[config.mk]
export PLATFORM = sky130hd
export DESIGN_NAME = serial_add_ctrl
export DESIGN_NICKNAME = d
export VERILOG_FILES = /design/src/rtl/serial_add_ctrl_pkg.sv /design/src/rtl/serial_add_ctrl_fast_adder4.sv /design/src/rtl/serial_add_ctrl.sv
export SDC_FILE = /design/constraint.sdc
export NUM_CORES = 1
export LEC_CHECK = 0
export ABC_AREA = 1
export CAP_MARGIN = 20
export CORE_MARGIN = 2
export CORE_UTILIZATION = 27
export DETAILED_ROUTE_END_ITERATION = 8
export PLACE_DENSITY = 0.58
export SETUP_SLACK_MARGIN = 0.02
export SLEW_MARGIN = 30
export SYNTH_ARGS = -nofsm -noshare
export SYNTH_HDL_FRONTEND = slang
export SYNTH_SLANG_ARGS = --single-unit
[constraint.sdc]
create_clock -name clk -period 3.1 [get_ports clk]
set_clock_uncertainty 0.2 [all_clocks]
set_input_delay 0.93 -clock clk [delete_from_list [all_inputs] [get_ports clk]]
set_output_delay 0.93 -clock clk [all_outputs]
set_load 0.01 [all_outputs]
[src/rtl/serial_add_ctrl_pkg.sv]
// Shared definitions for the nibble-serial add/subtract controller.
//   SLICE_W    : width of the shared adder slice (one nibble)
//   state_t    : controller states IDLE / RUN / DONE
//   signed_ovf : two's-complement overflow from the operand and result sign bits
package serial_add_ctrl_pkg;

    localparam int SLICE_W = 4;

    typedef enum logic [1:0] {
        ST_IDLE = 2'd0,
        ST_RUN  = 2'd1,
        ST_DONE = 2'd2
    } state_t;

    // Overflow occurs when both addends share a sign and the result sign differs.
    function automatic logic signed_ovf(input logic a_msb, input logic b_msb, input logic r_msb);
        return (a_msb == b_msb) && (r_msb != a_msb);
    endfunction

endpackage

[src/rtl/serial_add_ctrl_fast_adder4.sv]
// 4-bit carry-lookahead adder slice, reused once per nibble by the controller.
// Ports:
//   a, b  : 4-bit addends
//   c_in  : carry into bit 0
//   sum   : 4-bit sum
//   c_out : carry out of bit 3
module fast_adder4
    import serial_add_ctrl_pkg::*;
(
    input  logic [SLICE_W-1:0] a,
    input  logic [SLICE_W-1:0] b,
    input  logic               c_in,
    output logic [SLICE_W-1:0] sum,
    output logic               c_out
);

    logic [SLICE_W-1:0] gen_s;
    logic [SLICE_W-1:0] prop_s;
    logic [SLICE_W:0]   carry_s;

    // Generate/propagate terms and fully expanded lookahead carries.
    always_comb begin
        gen_s      = a & b;
        prop_s     = a ^ b;
        carry_s[0] = c_in;
        carry_s[1] = gen_s[0] | (prop_s[0] & c_in);
        carry_s[2] = gen_s[1] | (prop_s[1] & gen_s[0]) | (prop_s[1] & prop_s[0] & c_in);
        carry_s[3] = gen_s[2] | (prop_s[2] & gen_s[1]) | (prop_s[2] & prop_s[1] & gen_s[0])
                   | (prop_s[2] & prop_s[1] & prop_s[0] & c_in);
        carry_s[4] = gen_s[3] | (prop_s[3] & gen_s[2]) | (prop_s[3] & prop_s[2] & gen_s[1])
                   | (prop_s[3] & prop_s[2] & prop_s[1] & gen_s[0])
                   | (prop_s[3] & prop_s[2] & prop_s[1] & prop_s[0] & c_in);
        sum        = prop_s ^ carry_s[SLICE_W-1:0];
        c_out      = carry_s[SLICE_W];
    end

endmodule

[src/rtl/serial_add_ctrl.sv]
// Nibble-serial adder/subtractor with valid/ready handshakes on both sides.
// One operation is accepted in IDLE, processed one nibble per cycle (LSB
// first) through a single shared 4-bit lookahead slice in RUN, and held in
// DONE until the consumer takes it.
// Ports:
//   clk, rst            : clock, asynchronous active-high reset
//   in_valid / in_ready : operation handshake (ready only in IDLE)
//   a, b, sub           : operands, sub=1 selects a-b
//   out_valid/out_ready : result handshake (valid only in DONE)
//   result, c_out, ovf  : sum/difference, final carry (1 = no borrow), signed overflow
module serial_add_ctrl
    import serial_add_ctrl_pkg::*;
#(
    parameter int NIBBLES = 4
) (
    input  logic                       clk,
    input  logic                       rst,
    input  logic                       in_valid,
    output logic                       in_ready,
    input  logic [SLICE_W*NIBBLES-1:0] a,
    input  logic [SLICE_W*NIBBLES-1:0] b,
    input  logic                       sub,
    output logic                       out_valid,
    input  logic                       out_ready,
    output logic [SLICE_W*NIBBLES-1:0] result,
    output logic                       c_out,
    output logic                       ovf
);

    localparam int W     = SLICE_W * NIBBLES;
    localparam int IDX_W = (NIBBLES > 1) ? $clog2(NIBBLES) : 1;

    state_t             state_r;
    state_t             state_next_s;
    logic [W-1:0]       a_r;
    logic [W-1:0]       b_r;
    logic               carry_r;
    logic [IDX_W-1:0]   idx_r;
    logic [W-1:0]       result_r;
    logic               c_out_r;
    logic               ovf_r;
    logic               in_ready_r;
    logic               out_valid_r;

    logic [SLICE_W-1:0] a_slice_s;
    logic [SLICE_W-1:0] b_slice_s;
    logic [SLICE_W-1:0] sum_s;
    logic               slice_c_out_s;
    logic               last_idx_s;

    // Select the current nibble of each latched operand.
    always_comb begin
        a_slice_s  = a_r[idx_r*SLICE_W +: SLICE_W];
        b_slice_s  = b_r[idx_r*SLICE_W +: SLICE_W];
        last_idx_s = (idx_r == IDX_W'(NIBBLES - 1));
    end

    fast_adder4 u_slice (
        .a     (a_slice_s),
        .b     (b_slice_s),
        .c_in  (carry_r),
        .sum   (sum_s),
        .c_out (slice_c_out_s)
    );

    // State register.
    always_ff @(posedge clk or posedge rst) begin
        if (rst) begin
            state_r <= ST_IDLE;
        end else begin
            state_r <= state_next_s;
        end
    end

    // Next-state logic.
    always_comb begin
        state_next_s = state_r;
        case (state_r)
            ST_IDLE: begin
                if (in_valid) begin
                    state_next_s = ST_RUN;
                end else begin
                    state_next_s = ST_IDLE;
                end
            end
            ST_RUN: begin
                if (last_idx_s) begin
                    state_next_s = ST_DONE;
                end else begin
                    state_next_s = ST_RUN;
                end
            end
            ST_DONE: begin
                if (out_ready) begin
                    state_next_s = ST_IDLE;
                end else begin
                    state_next_s = ST_DONE;
                end
            end
            default: begin
                state_next_s = ST_IDLE;
            end
        endcase
    end

    // Handshake flags are registered from the next state so they track state_r exactly.
    always_ff @(posedge clk or posedge rst) begin
        if (rst) begin
            in_ready_r  <= 1'b1;
            out_valid_r <= 1'b0;
        end else begin
            in_ready_r  <= (state_next_s == ST_IDLE);
            out_valid_r <= (state_next_s == ST_DONE);
        end
    end

    // Operand capture and serial datapath; subtraction is a + ~b + 1.
    always_ff @(posedge clk or posedge rst) begin
        if (rst) begin
            a_r      <= '0;
            b_r      <= '0;
            carry_r  <= 1'b0;
            idx_r    <= '0;
            result_r <= '0;
            c_out_r  <= 1'b0;
            ovf_r    <= 1'b0;
        end else begin
            case (state_r)
                ST_IDLE: begin
                    if (in_valid) begin
                        a_r     <= a;
                        b_r     <= b ^ {W{sub}};
                        carry_r <= sub;
                        idx_r   <= '0;
                    end else begin
                        carry_r <= carry_r;
                    end
                end
                ST_RUN: begin
                    result_r[idx_r*SLICE_W +: SLICE_W] <= sum_s;
                    carry_r <= slice_c_out_s;
                    if (last_idx_s) begin
                        c_out_r <= slice_c_out_s;
                        // sum_s[3] is the result MSB on the final nibble.
                        ovf_r   <= signed_ovf(a_r[W-1], b_r[W-1], sum_s[SLICE_W-1]);
                    end else begin
                        idx_r   <= idx_r + IDX_W'(1);
                    end
                end
                default: begin
                    carry_r <= carry_r;
                end
            endcase
        end
    end

    assign in_ready  = in_ready_r;
    assign out_valid = out_valid_r;
    assign result    = result_r;
    assign c_out     = c_out_r;
    assign ovf       = ovf_r;

endmodule
==> flow_metrics.tcl <==
set metrics [dict create \
    status "completed" \
    cp_max_fo 12 \
    powerDensity_nw_per_um2 1040 \
    ant_nets 0 \
    crit_top_cell "o21ai_0" \
    wl_mm 6.65 \
    maxCapViolCount 0 \
    grt_first_pass_wirelength_mm 11.2 \
    critical-path-slowest-cell "dfrtp_1" \
    final_common_cell "nand2_1" \
    syn_inst 339 \
    syn-num-nets 388 \
    cts.clk_slew.worst_paths_ps 60 \
    synth-seq-cells 57 \
    power_leakage_uw 0.00176 \
    cts_setup_buffers 0 \
    rsz0062_at_grt "false" \
    crit_path_start "idx_r[1]" \
    port_buffers 56 \
    post_cts_resized 0 \
    final_cell_mix "108 x nand2_1, 56 x dfrtp_1, 56 x clkdlybuf4s50_1" \
    crit_arrival_ps 2770 \
    setup_viol 0 \
    nets 448 \
    cts_hold_buf 0 \
    rows 37 \
    first_pass_iters 6 \
    hold_slack_ps 275 \
    ys_warn_count 0 \
    end_kind "flop" \
    path_class "reg -> reg" \
    cts.sinks 57 \
    cts_max_level 3 \
    vias_per_cell 4.42 \
    period_needed_ps 2750 \
    cp.required_ps 3120 \
    clock.fmax_ghz 0.364 \
    grt_max_degree 37 \
    hpwlAfterDp_mm 4.86 \
    critPathLaunchType "flop" \
    ys_seq_area_share_pct 49.5 \
    gp_congestion 0.815 \
    hold_class "reg -> reg" \
    drcViolationCount 0 \
    path_cells "clkinvlp_4, o21ai_0, o22ai_1, fa_1, xnor2_1, nor2_1, nand2_1, o21ai_0" \
    routedWlPerCell_um 12.3 \
    worstHoldStart "a_r[6]" \
    hold_viol_final 0 \
    stdcell_count 539 \
    fill_cells 1076 \
    utilization_pct 36.6 \
    worstMarginPinSlew_ps 486 \
    cts_root_buffer "clkbuf_8" \
    drv_slew 0 \
    clk_latency_ps 330 \
    syn_area_per_cell_sq_um 8.51 \
    syn_to_final_growth_pct 31.4 \
    slew-limit-headroom_pct 67.6 \
    core-area_sq_um 10400 \
    first_iter_violations 105 \
    start_util_pct 27.8 \
    clockBufferDepth 2 \
    dieArea_sq_um 11500 \
    critPathMaxStageDelay_ps 640 \
    netlist_area_sq_um 2890 \
    num_vias 2380 \
    die-width_um 107 \
    grt_overflow 0 \
    post-place-cells 524 \
    drive_above_1_share_pct 9.18 \
    antenna_found_initial 0 \
    cts_tree "built" \
    grt_pass1_vias 2333 \
    finalSetupTns_ps 0 \
    ys_types 29 \
    rr_startpoint "idx_r[1]" \
    cts_buffers 9 \
    fp.dieH_um 107 \
    io_pins 57 \
    antennaDiodeCount 0 \
    fin_crit_sh_pct 88.7 \
    track_usage_pct 12.6 \
    ir_drop_v 0.000372 \
]
## final timing paths
kind                             endpoint  slack (ps)  cells past startpoint
worst max-delay path            result[5]         350                      8
worst min-delay path               a_r[6]         280                      2
worst max register to register  result[5]         350                      8
worst min register to register     a_r[6]         280                      2
max in group asynchronous          b_r[1]        1410                      3
min in group asynchronous       out_valid         730                      2
## synthesized netlist by cell type
master / count / area share (%)
buf_6: 1 / 0.39
o31ai_1: 4 / 1.0
nor2_1: 24 / 3.1
fa_1: 1 / 0.69
dfstp_2: 1 / 0.91
inv_1: 23 / 3.0
nand2_4: 1 / 0.39
nand2_1: 108 / 14
nand3_2: 2 / 0.69
o21ai_2: 3 / 0.91
nand4_1: 6 / 1.3
buf_2: 7 / 1.2
o21ai_1: 5 / 0.87
or2_2: 1 / 0.22
xnor2_1: 17 / 5.2
o22ai_1: 8 / 1.7
dfrtp_1: 56 / 49
nand2_2: 1 / 0.22
o31ai_2: 1 / 0.43
clkbuf_1: 1 / 0.13
ha_1: 11 / 4.8
buf_4: 3 / 0.78
a21oi_1: 1 / 0.17
clkinv_1: 1 / 0.13
nor2_4: 1 / 0.39
nor2_2: 1 / 0.22
nand3_1: 9 / 1.6
inv_2: 4 / 0.52
o21ai_0: 37 / 6.4
## state kept, by name (all words and copies together), names as in the netlist, 2 cells and up
name and cells:
state_r 2, b_r 16, result 16, idx_r 2, a_r 16
## where the power goes
group          leakage, uW  switching (uW)  internal, uW  total [uW]
Clock             0.000102             284           408         692
Combinational     0.000932            1260           759        2020
Sequential        0.000730             193          1050        1240
Total              0.00176            1740          2210        3950
## area by class of cell
class | count | area (sq um) | share of cell area (%)
clock buffer | 12 | 155 | 4.09
tap | 136 | 170 | 4.49
timing repair buffer | 61 | 611 | 16.1
clock inverter | 3 | 40.0 | 1.06
multi-input combinational | 242 | 1280 | 33.8
inverter | 28 | 109 | 2.87
sequential | 57 | 1430 | 37.6
## kinds of logic (layout without fill, tap and decap cells)
kind of cell             count (synthesis)  count (layout)  synth area share, %
AND/OR/NAND/NOR                        154             154                 22.2
adder cells (fa/ha/maj)                 12              12                 5.46
AO/OA/AOI/OAI                           59              59                 11.6
buffers and inverters                   40             104                 6.16
XOR/XNOR                                17              17                 5.16
flip-flops                              57              57                 49.5
## worst max-delay path, delay by kind of cell, from the launching register on
family / cells / cell delay, ps
flip-flops: 1 / 640
adder cells (fa/ha/maj): 1 / 440
AO/OA/AOI/OAI: 3 / 400
buffers and inverters: 1 / 390
XOR/XNOR: 1 / 360
AND/OR/NAND/NOR: 2 / 190
## through the flow
step | setup WS [ps] | power (uW) | cell area, sq um
2_1_floorplan | 572 | 2640 | 2890
3_3_place_gp | 273 | 3220 | 3590
3_5_place_dp | 277 | 3280 | 3590
4_1_cts | 281 | 3980 | 3790
5_1_grt | 76.1 | 4340 | 3790
6_report | 351 | 3950 | 3790
## routing by layer
metal | vias up | global-route usage, % | part of all wire, %
met3 | 9 | 4.66 | 5.2
li1 | 1214 | - | -
met2 | 55 | 19.2 | 45
met4 | 0 | 4.21 | 1.4
met5 | - | 0 | 0
met1 | 1102 | 16.5 | 49
(Power assumes the default switching activity.)
